[config.mk]
export PLATFORM = sky130hd
export DESIGN_NAME = sram_port_arbiter
export DESIGN_NICKNAME = d
export VERILOG_FILES = /design/src/rtl/sram_bus_pkg.sv /design/src/rtl/arb2_rr.sv /design/src/rtl/sram_port_arbiter.sv
export SDC_FILE = /design/constraint.sdc
export NUM_CORES = 1
export LEC_CHECK = 0
export ABC_AREA = 1
export CAP_MARGIN = 0
export CELL_PAD_IN_SITES_DETAIL_PLACEMENT = 1
export CELL_PAD_IN_SITES_GLOBAL_PLACEMENT = 1
export CORE_MARGIN = 2
export CORE_UTILIZATION = 11
export DETAILED_ROUTE_END_ITERATION = 10
export GPL_TIMING_DRIVEN = 0
export PLACE_DENSITY_LB_ADDON = 0.2
export SLEW_MARGIN = 30
export SYNTH_ARGS = -nofsm -noshare
export SYNTH_HDL_FRONTEND = slang
export SYNTH_SLANG_ARGS = --single-unit
[constraint.sdc]
create_clock -name clk -period 2.2 [get_ports clk]
set_input_delay 0.66 -clock clk [delete_from_list [all_inputs] [get_ports clk]]
set_output_delay 0.66 -clock clk [all_outputs]
set_load 0.02 [all_outputs]
[src/rtl/sram_bus_pkg.sv]
// Shared types for the single-ported SRAM arbiter: FSM state encoding,
// access owner, and the default SRAM read latency.
package sram_bus_pkg;

  typedef enum logic [1:0] {
    IDLE   = 2'd0,
    BUSY_I = 2'd1,
    BUSY_D = 2'd2
  } state_e;

  typedef enum logic {
    OWN_I = 1'b0,
    OWN_D = 1'b1
  } owner_e;

  localparam int unsigned RD_LAT_DEF = 1;

endpackage

[src/rtl/arb2_rr.sv]
// Two-way grant selector between the instruction and data requesters.
// Ports:
//   clk, rst       clock, asynchronous active-low reset
//   ins_req_i      instruction requester active
//   data_req_i     data requester active
//   grant_en_i     the grant is being consumed this cycle (updates last_grant)
//   grant_o        selected owner (combinational)
// DATA_PRIO=1: data wins every conflict. DATA_PRIO=0: a conflict goes to the
// requester not granted last; last_grant resets to the instruction side.
module arb2_rr
  import sram_bus_pkg::*;
#(
  parameter int unsigned DATA_PRIO = 1
) (
  input  logic   clk,
  input  logic   rst,
  input  logic   ins_req_i,
  input  logic   data_req_i,
  input  logic   grant_en_i,
  output owner_e grant_o
);

  owner_e last_q;
  owner_e last_d;

  // Lone requester always wins; a conflict is resolved by mode.
  always_comb begin
    grant_o = OWN_I;
    if (data_req_i && !ins_req_i) begin
      grant_o = OWN_D;
    end else if (data_req_i && ins_req_i) begin
      if ((DATA_PRIO != 0) || (last_q == OWN_I)) begin
        grant_o = OWN_D;
      end else begin
        grant_o = OWN_I;
      end
    end
  end

  always_comb begin
    last_d = last_q;
    if (grant_en_i) begin
      last_d = grant_o;
    end
  end

  always_ff @(posedge clk or negedge rst) begin
    if (!rst) begin
      last_q <= OWN_I;
    end else begin
      last_q <= last_d;
    end
  end

endmodule

[src/rtl/sram_port_arbiter.sv]
// Shares one single-ported synchronous SRAM between instruction fetch and
// the data (MEM-stage) requester, hiding the fixed SRAM read latency.
// Ports:
//   clk, rst                      clock, asynchronous active-low reset
//   ins_req/ins_addr              instruction read request (held while stalled)
//   ins_rdata/ins_stall           instruction read data / hold
//   data_req/data_wen             data read request / byte write enables
//   data_addr/data_wdata          data address / write data
//   data_rdata/data_stall         data read data / hold
//   sram_en/sram_wen/sram_addr/sram_wdata/sram_rdata   SRAM macro port
// Each access: one issue cycle in IDLE, then RD_LAT busy cycles, the last of
// which is the completion cycle. SRAM port outputs are combinational.
module sram_port_arbiter
  import sram_bus_pkg::*;
#(
  parameter int unsigned ADDR_W    = 32,
  parameter int unsigned DATA_W    = 32,
  parameter int unsigned RD_LAT    = RD_LAT_DEF,
  parameter int unsigned DATA_PRIO = 1
) (
  input  logic                clk,
  input  logic                rst,
  input  logic                ins_req,
  input  logic [ADDR_W-1:0]   ins_addr,
  output logic [DATA_W-1:0]   ins_rdata,
  output logic                ins_stall,
  input  logic                data_req,
  input  logic [DATA_W/8-1:0] data_wen,
  input  logic [ADDR_W-1:0]   data_addr,
  input  logic [DATA_W-1:0]   data_wdata,
  output logic [DATA_W-1:0]   data_rdata,
  output logic                data_stall,
  output logic                sram_en,
  output logic [DATA_W/8-1:0] sram_wen,
  output logic [ADDR_W-1:0]   sram_addr,
  output logic [DATA_W-1:0]   sram_wdata,
  input  logic [DATA_W-1:0]   sram_rdata
);

  localparam int unsigned BE_W  = DATA_W / 8;
  localparam int unsigned CNT_W = $clog2(RD_LAT + 1);

  state_e           state_q;
  state_e           state_d;
  logic [CNT_W-1:0] cnt_q;
  logic [CNT_W-1:0] cnt_d;
  logic             data_act;
  logic             issue;
  logic             done;
  owner_e           grant;

  assign data_act = data_req | (|data_wen);
  assign done     = (state_q != IDLE) && (cnt_q == CNT_W'(1));
  // Gating with rst keeps the SRAM port quiet for the whole reset assertion.
  assign issue    = rst && (state_q == IDLE) && (ins_req || data_act);

  arb2_rr #(
    .DATA_PRIO (DATA_PRIO)
  ) u_arb (
    .clk        (clk),
    .rst        (rst),
    .ins_req_i  (ins_req),
    .data_req_i (data_act),
    .grant_en_i (issue),
    .grant_o    (grant)
  );

  // Next state, latency counter and SRAM port muxing.
  always_comb begin
    state_d    = state_q;
    cnt_d      = cnt_q;
    sram_en    = 1'b0;
    sram_wen   = BE_W'(0);
    sram_addr  = ins_addr;
    sram_wdata = data_wdata;
    case (state_q)
      IDLE: begin
        if (issue) begin
          sram_en = 1'b1;
          cnt_d   = CNT_W'(RD_LAT);
          if (grant == OWN_D) begin
            sram_addr = data_addr;
            sram_wen  = data_wen;
            state_d   = BUSY_D;
          end else begin
            state_d   = BUSY_I;
          end
        end
      end
      BUSY_I, BUSY_D: begin
        cnt_d = cnt_q - CNT_W'(1);
        if (done) begin
          state_d = IDLE;
        end
      end
      default: begin
        state_d = IDLE;
        cnt_d   = CNT_W'(0);
      end
    endcase
  end

  always_ff @(posedge clk or negedge rst) begin
    if (!rst) begin
      state_q <= IDLE;
      cnt_q   <= CNT_W'(0);
    end else begin
      state_q <= state_d;
      cnt_q   <= cnt_d;
    end
  end

  // Only the owner's completion cycle releases its stall.
  assign ins_stall  = ins_req  & ~((state_q == BUSY_I) & (cnt_q == CNT_W'(1)));
  assign data_stall = data_act & ~((state_q == BUSY_D) & (cnt_q == CNT_W'(1)));
  assign ins_rdata  = sram_rdata;
  assign data_rdata = sram_rdata;

endmodule

==> summary.md <==
| Metric | Value |
|---|---|
| Run status | complete, but fails checks |
| Failing checks | setup timing |
| Mapped Cells | roughly 250 |
| # setup viols final | 37 |
| Post-DP HPWL | ~6700 um |
| CTS Buf Count | 3 |
| Max-cap violations | 0 |
| CTS tree | yes |
| Diode count | 0 |
| Worst VDD drop | between 0.3 and 0.4 mV |
| Delay-heaviest family, CP | buffers and inverters |
| Sequential share of the synthesized area | between 5 and 6% |
| Routed len/inst | 12.6 um |
| Total GRT Usage | 10.6% |
| 1st-pass router iterations | 3 |
| Seq pwr share | under 10% |
| Initial antenna violation count | 0 |
| Final non-filler cell area | about 4600 um^2 |
| Total number of vias | around 2.3k |
| Initial Util | around 11% |
| Combinational power share | 86.5% |
| DR iter-0 viols | 28 |
| Yosys synthesis warning count | 0 |
| Pwr/cell area | around 640 nW/um^2 |
| Post-Route WL | roughly 8300 um |
| Slew margin rel. | 82.4% |
| RSZ-0062 raised after global routing | true |
| CP required | 1.54 ns |
| Tmin final | between 2 and 2.5 ns |
| WL met2 | about 4700 um |
| Avg Cell Area, Syn | between 5 and 6 um^2 |
| Placer's final routability congestion estimate | around 0.70 |
| Area Growth Syn to Fin | 214% |
| Post-DP Area | 3730 um^2 |
| Clock root buffer | clkbuf_16 |
| Critical Path End Type | output port |
| Pin slew with the least headroom to its limit | between 0.2 and 0.3 ns |
| Clock Sinks | 3 |
| Power share of the clock group | around a tenth |
| Setup crit start kind | input port |
| Hold/Removal Path Class | input port to asynchronous set/reset pin |
| Syn nets | 387 |
| Max Clk Rate | 431 MHz |
| Slowest stage delay, CP | 0.14 ns |
| Switch share | between 40 and 50% |
| CP Buf/Inv Count | 5 |
| Fin. Hold Viols | 0 |
| DR top layer | met4 |
| Nets | around 630 |
| Worst-skew pair later-pin latency | 0.22 ns |
| Vias in the first global route | 2547 |
| Hold WS | around 0.24 ns |
| Met1 WL | around 2700 um |
| Clk_skew | ~0.00091 ns |
| Avg Vias per Cell | between 3 and 4 |
| Leak | around 2.3 nW |
| Longest Clk Path Bufs | 2 |
| Critical path type | input port to output port |
| Fillers | 1552 |
| Switching power | roughly 0.0013 W |
| First-pass GRT wire length | around 12000 um |
| Die area | about 14000 um^2 |
| Post-route setup slack | -0.122 ns |
| Final Util | between 30 and 40% |
| CORE AREA | about 13000 um^2 |
| Mapped Area | approximately 1500 um^2 |
| GR Overflow Total | 0 |
| WL met3 | between 900 and 1000 um |
| Largest net degree at the start of global routing | 11 |
| Die height | roughly 120 um |
| Crit path arrival time | 1.66 ns |
| Layout cells sized above 1 | between 50% and 60% |
| Final Max Tran Viols | 0 |
| CTS Hold Bufs | 0 |
| Antenna viol nets, final | 0 |
| Internal | 0.00164 W |
| H-tree lvl count | 1 |
| Final Cycle Share | 106% |
| Die X | around 120 um |
| Crit path max fanout | 10 |
| #FFs+latches synth | 3 |
| Count of cell types in the netlist | 16 |
| Rows | 41 |
| I/O pins | between 200 and 300 |
| Drc violations | 0 |
| Reg clk slew, reported paths | ~0.030 ns |
| Input/output buffers | 206 |
| CP Cell Sequence | buf_8 -> nor2_4 -> nand3_4 -> nand2_8 -> buf_12 -> inv_16 -> buf_12 -> nand2_1 -> nand2_1 -> buf_6 |
| Total power | 0.00292 W |
| CP max-delay cell | buf_12 |
[layout make-up]
cell class	instances	area [um^2]	share of cell area, %
Timing Repair Buffer	236	2440	53.6
Multi-Input combinational cell	128	851	18.7
Buffer	102	822	18.0
Tap cell	172	215	4.72
Clock buffer	4	78.8	1.73
Sequential cell	3	75.1	1.65
Inverter	14	71.3	1.57
[cells in the mapped netlist]
cell | number | area [um^2]
nand2_1 | 105 | 394
buf_4 | 99 | 743
inv_1 | 12 | 45.0
nor2_1 | 9 | 33.8
ha_1 | 4 | 50.1
buf_6 | 3 | 33.8
dfrtp_1 | 3 | 75.1
a21oi_1 | 2 | 10.0
nand3_1 | 2 | 10.0
nor2_2 | 2 | 12.5
inv_2 | 1 | 3.75
inv_4 | 1 | 6.26
nand2_4 | 1 | 11.3
nand3_2 | 1 | 10.0
nand4_1 | 1 | 6.26
o21ai_0 | 1 | 5.00
[per-stage QoR]
stage | setup TNS [ns] | cells | setup WS (ns)
2_1_floorplan | 0 | 247 | 0.193
3_3_place_gp | -36.31 | 625 | -1.05
3_5_place_dp | -36.70 | 625 | -1.05
4_1_cts | -3.83 | 656 | -0.141
5_1_grt | -5.96 | 659 | -0.183
6_report | -3.73 | 659 | -0.122
[routing by layer]
metal,vias to the layer above,track usage [%]
li1,1117,-
met4,0,1.34
met1,1038,10.2
met3,2,3.30
met2,161,22.2
met5,-,0
[worst register-to-register path, cell delays in order, from the launching register on]
cell and delay, ns:
dfrtp_1 0.38, inv_2 0.09, ha_4 0.14, nand2_2 0.06, inv_4 0.08, buf_4 0.13, nand2_2 0.11, buf_4 0.16
buf_4 0.13, nand3_1 0.06, nand2_1 0.05
[power by group through the flow]
stage	Sequential, W	Combinational [W]	Clock [W]
after floorplan	0.000101	0.000978	0
after global placement	0.000108	0.00181	0
after detailed placement	0.000107	0.00183	0
after CTS	0.000103	0.00239	0.000295
after global routing	0.000108	0.00271	0.000299
final	0.000104	0.00253	0.000290
[layout by cell type, fill, tap and decap left out, types with 3 or more instances in the layout]
master	netlist	layout
clkdlybuf4s50_1	0	160
buf_4	99	110
buf_6	3	50
nand2_1	105	45
nand2_2	0	40
nand2_4	1	20
inv_1	12	8
nor2_1	9	8
inv_2	1	4
buf_12	0	4
clkbuf_16	0	4
buf_2	0	4
buf_8	0	3
ha_1	4	3
buf_16	0	3
dfrtp_1	3	3
[flip-flops by register name (all words and copies together) (netlist names)]
signal and count:
cnt_q 1, state_q 2
[path summary, 6_finish.rpt]
| check | startpoint | to | slack [ns] | cells after the start |
|---|---|---|---|---|
| setup / recovery | data_wen[3] | sram_addr[21] | -0.12 | 10 |
| hold / removal | rst | state_q[0] | 0.24 | 1 |
| setup reg to reg | state_q[1] | cnt_q | 0.70 | 10 |
| hold reg to reg | cnt_q | cnt_q | 0.57 | 2 |
| max in group asynchronous | rst | state_q[1] | 1.84 | 1 |
| min in group clk | cnt_q | cnt_q | 0.57 | 2 |
[cell families after synthesis]
logic type	share of synthesized area, %
and+or+nand+nor	33.0
DFF	5.18
AOI/OAI and AO/OA	1.04
adders and majority gates	3.45
buffers and inverters	57.4
[timing repair]
| action | in CTS | in global routing |
|---|---|---|
| pin swaps | 29 | 9 |
| resized for setup | 330 | 46 |
| setup endpoints to repair | 39 | 40 |
| cloned | 3 | 1 |
| buffers inserted | 25 | 2 |
(Power assumes the default switching activity.)
